## src/rtl/sha256_multiblock.sv

```systemverilog
// Streaming multi-block SHA-256 over a word-addressed memory. The padding is generated on the fly.
// Define SHA256_MIDSTATE_EN to add resume-from-midstate inputs.
module sha256_multiblock #(
  parameter int NUM_OF_WORDS = 20,
  parameter int ADDR_W       = 16
) (
  input  logic              clk,
  input  logic              reset_n,
  input  logic              start,
  input  logic [ADDR_W-1:0] message_addr,
  input  logic [ADDR_W-1:0] output_addr,
`ifdef SHA256_MIDSTATE_EN
  input  logic              use_midstate,
  input  logic [255:0]      midstate,
  input  logic [15:0]       prior_blocks,
`endif
  output logic              done,
  output logic              mem_clk,
  output logic              mem_we,
  output logic [ADDR_W-1:0] mem_addr,
  output logic [31:0]       mem_write_data,
  input  logic [31:0]       mem_read_data
);
  localparam int          NB       = (NUM_OF_WORDS + 18) / 16;
  localparam logic [11:0] LAST_BLK = 12'(NB - 1);
  localparam logic [15:0] N_W      = 16'(NUM_OF_WORDS);
  localparam logic [63:0] MSG_BITS = 64'(NUM_OF_WORDS) * 64'd32;

  localparam logic [31:0] K_TAB [64] = '{
    32'h428a2f98, 32'h71374491, 32'hb5c0fbcf, 32'he9b5dba5, 32'h3956c25b, 32'h59f111f1, 32'h923f82a4, 32'hab1c5ed5,
    32'hd807aa98, 32'h12835b01, 32'h243185be, 32'h550c7dc3, 32'h72be5d74, 32'h80deb1fe, 32'h9bdc06a7, 32'hc19bf174,
    32'he49b69c1, 32'hefbe4786, 32'h0fc19dc6, 32'h240ca1cc, 32'h2de92c6f, 32'h4a7484aa, 32'h5cb0a9dc, 32'h76f988da,
    32'h983e5152, 32'ha831c66d, 32'hb00327c8, 32'hbf597fc7, 32'hc6e00bf3, 32'hd5a79147, 32'h06ca6351, 32'h14292967,
    32'h27b70a85, 32'h2e1b2138, 32'h4d2c6dfc, 32'h53380d13, 32'h650a7354, 32'h766a0abb, 32'h81c2c92e, 32'h92722c85,
    32'ha2bfe8a1, 32'ha81a664b, 32'hc24b8b70, 32'hc76c51a3, 32'hd192e819, 32'hd6990624, 32'hf40e3585, 32'h106aa070,
    32'h19a4c116, 32'h1e376c08, 32'h2748774c, 32'h34b0bcb5, 32'h391c0cb3, 32'h4ed8aa4a, 32'h5b9cca4f, 32'h682e6ff3,
    32'h748f82ee, 32'h78a5636f, 32'h84c87814, 32'h8cc70208, 32'h90befffa, 32'ha4506ceb, 32'hbef9a3f7, 32'hc67178f2};
  localparam logic [31:0] IV_TAB [8] = '{
    32'h6a09e667, 32'hbb67ae85, 32'h3c6ef372, 32'ha54ff53a, 32'h510e527f, 32'h9b05688c, 32'h1f83d9ab, 32'h5be0cd19};

  typedef enum logic [2:0] {S_IDLE, S_LOAD, S_COMPUTE, S_UPDATE, S_WRITE} state_t;

  function automatic logic [31:0] rotr(input logic [31:0] x, input int n);
    return (x >> n) | (x << (32 - n));
  endfunction

  state_t              state_q, state_d;
  logic [6:0]          cnt_q, cnt_d;
  logic [11:0]         blk_q, blk_d;
  logic [ADDR_W-1:0]   msg_base_q, msg_base_d, out_base_q, out_base_d;
  logic [63:0]         len_q, len_d;
  logic [31:0]         h_q [8], h_d [8];
  logic [31:0]         wv_q [8], wv_d [8];
  logic [31:0]         w_q [16], w_d [16];
  logic                mem_we_q, mem_we_d, done_q, done_d;
  logic [ADDR_W-1:0]   mem_addr_q, mem_addr_d;
  logic [31:0]         mem_wdata_q, mem_wdata_d;
  logic [15:0]         idx_cur_s, nxt_idx_s, nblk_idx_s;
  logic [31:0]         stream_s, t1_s, t2_s, w_new_s;

  // Stream word index being captured (read issued one cycle earlier), the next read, and the next block start.
  assign idx_cur_s  = {blk_q, 4'(cnt_q - 7'd1)};
  assign nxt_idx_s  = {blk_q, 4'd0} + 16'(cnt_q) + 16'd1;
  assign nblk_idx_s = {blk_q + 12'd1, 4'd0};

  assign t1_s = wv_q[7] + (rotr(wv_q[4], 6) ^ rotr(wv_q[4], 11) ^ rotr(wv_q[4], 25))
              + ((wv_q[4] & wv_q[5]) ^ (~wv_q[4] & wv_q[6])) + K_TAB[cnt_q[5:0]] + w_q[0];
  assign t2_s = (rotr(wv_q[0], 2) ^ rotr(wv_q[0], 13) ^ rotr(wv_q[0], 22))
              + ((wv_q[0] & wv_q[1]) ^ (wv_q[0] & wv_q[2]) ^ (wv_q[1] & wv_q[2]));
  assign w_new_s = (rotr(w_q[14], 17) ^ rotr(w_q[14], 19) ^ (w_q[14] >> 10)) + w_q[9]
                 + (rotr(w_q[1], 7) ^ rotr(w_q[1], 18) ^ (w_q[1] >> 3)) + w_q[0];

  always_comb begin
    if (idx_cur_s < N_W) stream_s = mem_read_data;
    else if (idx_cur_s == N_W) stream_s = 32'h8000_0000;
    else if (blk_q == LAST_BLK && idx_cur_s[3:0] == 4'd14) stream_s = len_q[63:32];
    else if (blk_q == LAST_BLK && idx_cur_s[3:0] == 4'd15) stream_s = len_q[31:0];
    else stream_s = 32'h0;
  end

  always_comb begin
    state_d = state_q; cnt_d = cnt_q; blk_d = blk_q;
    msg_base_d = msg_base_q; out_base_d = out_base_q; len_d = len_q;
    h_d = h_q; wv_d = wv_q; w_d = w_q;
    mem_we_d = 1'b0; mem_addr_d = mem_addr_q; mem_wdata_d = mem_wdata_q;
    case (state_q)
      S_IDLE: begin
        if (start) begin
          state_d = S_LOAD; cnt_d = 7'd0; blk_d = 12'd0;
          msg_base_d = message_addr; out_base_d = output_addr; mem_addr_d = message_addr;
`ifdef SHA256_MIDSTATE_EN
          if (use_midstate) begin
            for (int i = 0; i < 8; i++) h_d[i] = midstate[32*(7-i) +: 32];
            len_d = MSG_BITS + (64'(prior_blocks) << 9);
          end else begin
            h_d = IV_TAB; len_d = MSG_BITS;
          end
`else
          h_d = IV_TAB; len_d = MSG_BITS;
`endif
        end else begin
          state_d = S_IDLE;
        end
      end
      S_LOAD: begin
        cnt_d = cnt_q + 7'd1;
        if (cnt_q != 7'd0) begin
          for (int i = 0; i < 15; i++) w_d[i] = w_q[i+1];
          w_d[15] = stream_s;
        end else begin
          w_d = w_q;
        end
        // Padding words are synthesised locally, so the address is only advanced for real message words.
        if (cnt_q < 7'd15 && nxt_idx_s < N_W) mem_addr_d = msg_base_q + ADDR_W'(nxt_idx_s);
        else mem_addr_d = mem_addr_q;
        if (cnt_q == 7'd16) begin
          state_d = S_COMPUTE; cnt_d = 7'd0; wv_d = h_q;
        end else begin
          state_d = S_LOAD;
        end
      end
      S_COMPUTE: begin
        wv_d[0] = t1_s + t2_s; wv_d[1] = wv_q[0]; wv_d[2] = wv_q[1]; wv_d[3] = wv_q[2];
        wv_d[4] = wv_q[3] + t1_s; wv_d[5] = wv_q[4]; wv_d[6] = wv_q[5]; wv_d[7] = wv_q[6];
        for (int i = 0; i < 15; i++) w_d[i] = w_q[i+1];
        w_d[15] = w_new_s;
        if (cnt_q == 7'd63) begin
          state_d = S_UPDATE; cnt_d = 7'd0;
        end else begin
          cnt_d = cnt_q + 7'd1;
        end
      end
      S_UPDATE: begin
        for (int i = 0; i < 8; i++) h_d[i] = h_q[i] + wv_q[i];
        if (blk_q == LAST_BLK) begin
          // Outputs are registered, so the first digest write is staged on the way into WRITE.
          state_d = S_WRITE; cnt_d = 7'd0; mem_we_d = 1'b1;
          mem_addr_d = out_base_q; mem_wdata_d = h_q[0] + wv_q[0];
        end else begin
          state_d = S_LOAD; cnt_d = 7'd0; blk_d = blk_q + 12'd1;
          if (nblk_idx_s < N_W) mem_addr_d = msg_base_q + ADDR_W'(nblk_idx_s);
          else mem_addr_d = mem_addr_q;
        end
      end
      S_WRITE: begin
        if (cnt_q == 7'd7) begin
          state_d = S_IDLE; cnt_d = 7'd0;
        end else begin
          cnt_d = cnt_q + 7'd1; mem_we_d = 1'b1;
          mem_addr_d = out_base_q + ADDR_W'(cnt_q + 7'd1);
          mem_wdata_d = h_q[cnt_q[2:0] + 3'd1];
        end
      end
      default: begin
        state_d = S_IDLE; cnt_d = 7'd0;
      end
    endcase
    done_d = (state_d == S_IDLE);
  end

  always_ff @(posedge clk or negedge reset_n) begin
    if (!reset_n) begin
      state_q <= S_IDLE; cnt_q <= 7'd0; blk_q <= 12'd0;
      msg_base_q <= '0; out_base_q <= '0; len_q <= 64'd0;
      for (int i = 0; i < 8; i++) begin h_q[i] <= 32'd0; wv_q[i] <= 32'd0; end
      for (int i = 0; i < 16; i++) w_q[i] <= 32'd0;
      mem_we_q <= 1'b0; mem_addr_q <= '0; mem_wdata_q <= 32'd0; done_q <= 1'b1;
    end else begin
      state_q <= state_d; cnt_q <= cnt_d; blk_q <= blk_d;
      msg_base_q <= msg_base_d; out_base_q <= out_base_d; len_q <= len_d;
      h_q <= h_d; wv_q <= wv_d; w_q <= w_d;
      mem_we_q <= mem_we_d; mem_addr_q <= mem_addr_d; mem_wdata_q <= mem_wdata_d; done_q <= done_d;
    end
  end

  assign done           = done_q;
  assign mem_clk        = clk;
  assign mem_we         = mem_we_q;
  assign mem_addr       = mem_addr_q;
  assign mem_write_data = mem_wdata_q;
endmodule

```

## config.mk

```make
export PLATFORM = sky130hd
export DESIGN_NAME = sha256_multiblock
export DESIGN_NICKNAME = d
export VERILOG_FILES = /design/src/rtl/sha256_multiblock.sv
export SDC_FILE = /design/constraint.sdc
export NUM_CORES = 2
export LEC_CHECK = 0
export ABC_AREA = 1
export CAP_MARGIN = 10
export CORE_UTILIZATION = 56
export CTS_CLUSTER_DIAMETER = 100
export DETAILED_ROUTE_END_ITERATION = 10
export PLACE_DENSITY = 0.81
export SLEW_MARGIN = 10
export SYNTH_ARGS = -nofsm -noshare
export SYNTH_HDL_FRONTEND = slang
export SYNTH_SLANG_ARGS = --single-unit
```

## constraint.sdc

```tcl
create_clock -name clk -period 9.25 [get_ports clk]
set_input_delay 1.85 -clock clk [delete_from_list [all_inputs] [get_ports clk]]
set_output_delay 1.85 -clock clk [all_outputs]
set_load 0.02 [all_outputs]
```

[After elaboration in Yosys (flattened, before gate mapping)]
Memory sizes are Yosys's and may differ from the RTL's.
Index checks and enable logic that the tools add are counted.
Storage, ports and cells
  register bits after elaboration: 1129
  memory bits (read-only): 2048
  output and inout port bits: 51
  logic and storage cells: 183
  memories: 1
Memories
  (name not given): depth 64, bits a word 32, rd ports 1, clocked after memory_dff 0, write ports 0, line 67  | + ((wv_q[4] & wv_q[5]) ^ (~wv_q[4] & wv_q[6])) + K_TAB[cnt_q[5:0]] + w_q[0];
Cells by class
  $add $sub $neg: 28
  $lt $le $gt $ge: 6
  eq/ne operators: 19
  multiplexer cells: 41
  bitwise gates (word level): 29
  reduce and logical (&&, ||, !) cells: 17
Operators by type and width (count)
  one-hot mux 256 bit (2 select lines): 2
  one-hot mux 512 bit (2 select lines): 1
  adder 32 bit: 18
  two-way mux 256 bit: 2
  two-way mux 512 bit: 1
  two-way mux 32 bit: 9
  bitwise XOR 32 bit: 9
  AND 32 bit: 5
  binary-select mux 32 bit (select 3 bit): 1
  two-way mux 16 bit: 5
  one-hot mux 16 bit (4 select lines): 1
  one-hot mux 32 bit (2 select lines): 1
  less-than comparator 16 x 5 -> 1 bit, second input constant: 3
  adder 16 bit: 2
  NOT 32 bit: 1
  OR 10 x 32 -> 32 bit: 1
  OR 13 x 32 -> 32 bit: 1
  OR 14 x 32 -> 32 bit: 1
  OR 15 x 32 -> 32 bit: 1
  OR 19 x 32 -> 32 bit: 1
  OR 21 x 32 -> 32 bit: 1
  OR 25 x 32 -> 32 bit: 1
  OR 26 x 32 -> 32 bit: 1
  OR 30 x 32 -> 32 bit: 1
  other kinds (45): 70

[Longest topological paths before layout]
  depth after elaboration: 9
  gate-level depth with buffers: 44

==> results.tsv <==
metric	value	unit
clock slew at reported path FFs	0.07	ns
CORE AREA	144200	µm²
Slew Limit Headroom	0.06026	
post-CTS setup buffers	0	
CTS tree	yes	
syn_area_per_cell	7.332	µm²
top_reg_cell synth	dfrtp_1	
Synth cell types	72	
Pre-antenna DRT Iters	11	
HP Class	register to register	
top-count cell post-synth	nand2_1	
gpl congestion	1.164	
drc violations	22	
initial antenna violation count	23	
Max Cap Viol	0	
CP max stage delay	0.69	ns
hold slack final	0.4544	ns
io pins	118	
CP endpoint kind	register	
CP required	10.04	ns
port bufs	117	
Synth area leaders	dfrtp_1 35%, nand2_1 13%, inv_1 7.1%	
GR Layer Usage met1	0.6253	
Slew @ Worst Pin	1.395	ns
critical path arrival	8.55	ns
via count of the routed design	81530	
YS warnings	0	
Post-Synthesis Cells	11140	
global-route track usage on met3	0.2099	
fmax	0.1290	GHz
leading area contributor after synthesis	dfrtp_1	
post-route clock period utilization	0.8382	
Die Area	147400	µm²
setup TNS	0	ns
Synth top cells by count	2,913 x nand2_1, 1,535 x inv_1, 1,146 x o21ai_0, 1,128 x dfrtp_1, 657 x a21oi_1	
1st-iter DRT viols	11370	
Worst setup SP type	register	
Avg WL per Cell	26.55	µm
Crit Path Max Fanout	16	
Initial Utilization	0.5664	
drt total wl	346100	µm
status	finished with violations	
Area Overhead vs Synth	8.582	%
GRT busiest layer	met2	
layout cells sized above 1	0.03965	
Crit Path Category	register to register	
worst clock skew	0.07682	ns
num rows	139	
Final ANT Viol Nets	0	
DIE WIDTH	383.9	µm
final setup violation count	0	
Hold Fails Final Rpt	0	
number of global-route vias before repair	76650	
share of the synthesized area in the top cell type	0.3457	
RSZ-0062 raised after global routing	false	
Crit path top cell by count	nand2_1	
EDFF count, synth	0	
slowest CP cell	o21ai_0	
grt ovf	0	
min cycle time layout	7.754	ns
grt met2 use	0.6271	
Slew Viols, Final	0	
chip height	383.9	µm
post-synthesis sequential area ratio	0.3460	
first-pass GRT wire length	503500	µm
pin count of the biggest net entering global routing	248	
Synth Register Bits	1129	
HPWL Detailed	264800	µm
Hold-fix buffers, CTS	0	
mapped cell area	81660	µm²
Total GRT Usage	0.4628	
Post-Syn Nets	11840	
CTS resizes	0	
failing checks	design-rule violations	
clk_lat worst skew	0.92	ns
ys async rst share	1.000	
Final #Nets	11720	
Via density	6.254	
-- cells by family (layout without fill, tap and decap cells) --
kind of cell	Yosys count	after routing	synth area share
AND/OR/NAND/NOR	4269	4269	0.2110
AO/OA/AOI/OAI	2641	2641	0.1845
adder cells (fa/ha/maj)	638	638	0.1160
XOR/XNOR	427	427	0.04598
buffers and inverters	2034	2019	0.09657
other	0	11	0
flip-flops	1129	1129	0.3460
-- path summary, 6_finish.rpt --
kind | slack, ns | from | end | depth (start not counted)
setup / recovery | 1.50 | cnt_q[0]$_DFFE_PN0P_ | wv_q[243]$_DFFE_PN0P_ | 32
hold / removal | 0.45 | w_q[111]$_DFFE_PN0P_ | w_q[143]$_DFFE_PN0P_ | 2
setup reg to reg | 1.50 | cnt_q[0]$_DFFE_PN0P_ | wv_q[243]$_DFFE_PN0P_ | 32
hold reg to reg | 0.45 | w_q[111]$_DFFE_PN0P_ | w_q[143]$_DFFE_PN0P_ | 2
max in group asynchronous | 6.17 | reset_n | w_q[44]$_DFFE_PN0P_ | 3
min in group asynchronous | 0.91 | reset_n | msg_base_q[15]$_DFFE_PN0P_ | 1
-- area by class of cell --
class / count / area [µm²]
Tap cell: 1903 / 2381
Clock inverter: 73 / 914.6
Multi-Input combinational cell: 7975 / 45580
Timing Repair Buffer: 229 / 2190
Clock buffer: 159 / 3441
Antenna cell: 11 / 27.53
Fill cell: 12740 / 55510
Inverter: 1558 / 5876
Sequential cell: 1129 / 28260
-- placed cells by master (no fill, tap or decap), drive strengths merged, types with 64 or more instances in the layout --
cell	count
a21o	64
fa	198
clkdlybuf4s50	116
inv	1560
nand2	2922
o21ai	1198
o211ai	218
buf	113
clkbuf	159
dfrtp	1128
nor2	651
nand3	430
xor2	239
ha	440
a31oi	115
a21oi	659
nand4	64
xnor2	188
nor3	111
o22ai	116
o21bai	80
-- through the flow --
step,util,std cells,area [µm²],worst slack [ns]
2_1_floorplan,-,11140,81660,2.397
3_3_place_gp,0.5846,12790,84280,1.642
3_5_place_dp,0.5846,12790,84280,1.810
4_1_cts,0.6147,13030,88630,1.737
5_1_grt,0.6149,13030,88650,0.9388
6_report,0.6150,13040,88670,1.496
-- worst max-delay path, delay by kind of cell, from the launching register on --
| kind | cells | cell delay, ns |
|---|---|---|
| flip-flops | 1 | 0.55 |
| adder cells (fa/ha/maj) | 6 | 2.09 |
| buffers and inverters | 4 | 0.49 |
| AO/OA/AOI/OAI | 8 | 2.16 |
| AND/OR/NAND/NOR | 13 | 1.90 |
| XOR/XNOR | 1 | 0.44 |
-- state kept, by name, indices dropped and copies added, names as in the netlist --
register	flops
mem_we	1
wv_q	256
cnt_q	7
mem_addr	16
mem_write_data	32
done	1
h_q	256
w_q	512
msg_base_q	16
state_q	3
blk_q	12
len_q	1
out_base_q	16
-- metal layers --
metal	part of all wire	up-vias	wire (µm)
met1	0.39	39040	136100
met5	0.00095	-	329
met2	0.39	5312	136000
li1	-	36080	-
met4	0.055	20	18990
met3	0.16	1072	54640
Power is not shown: default switching activity piles up to over one toggle a cycle in this logic, so the estimate is an artifact.
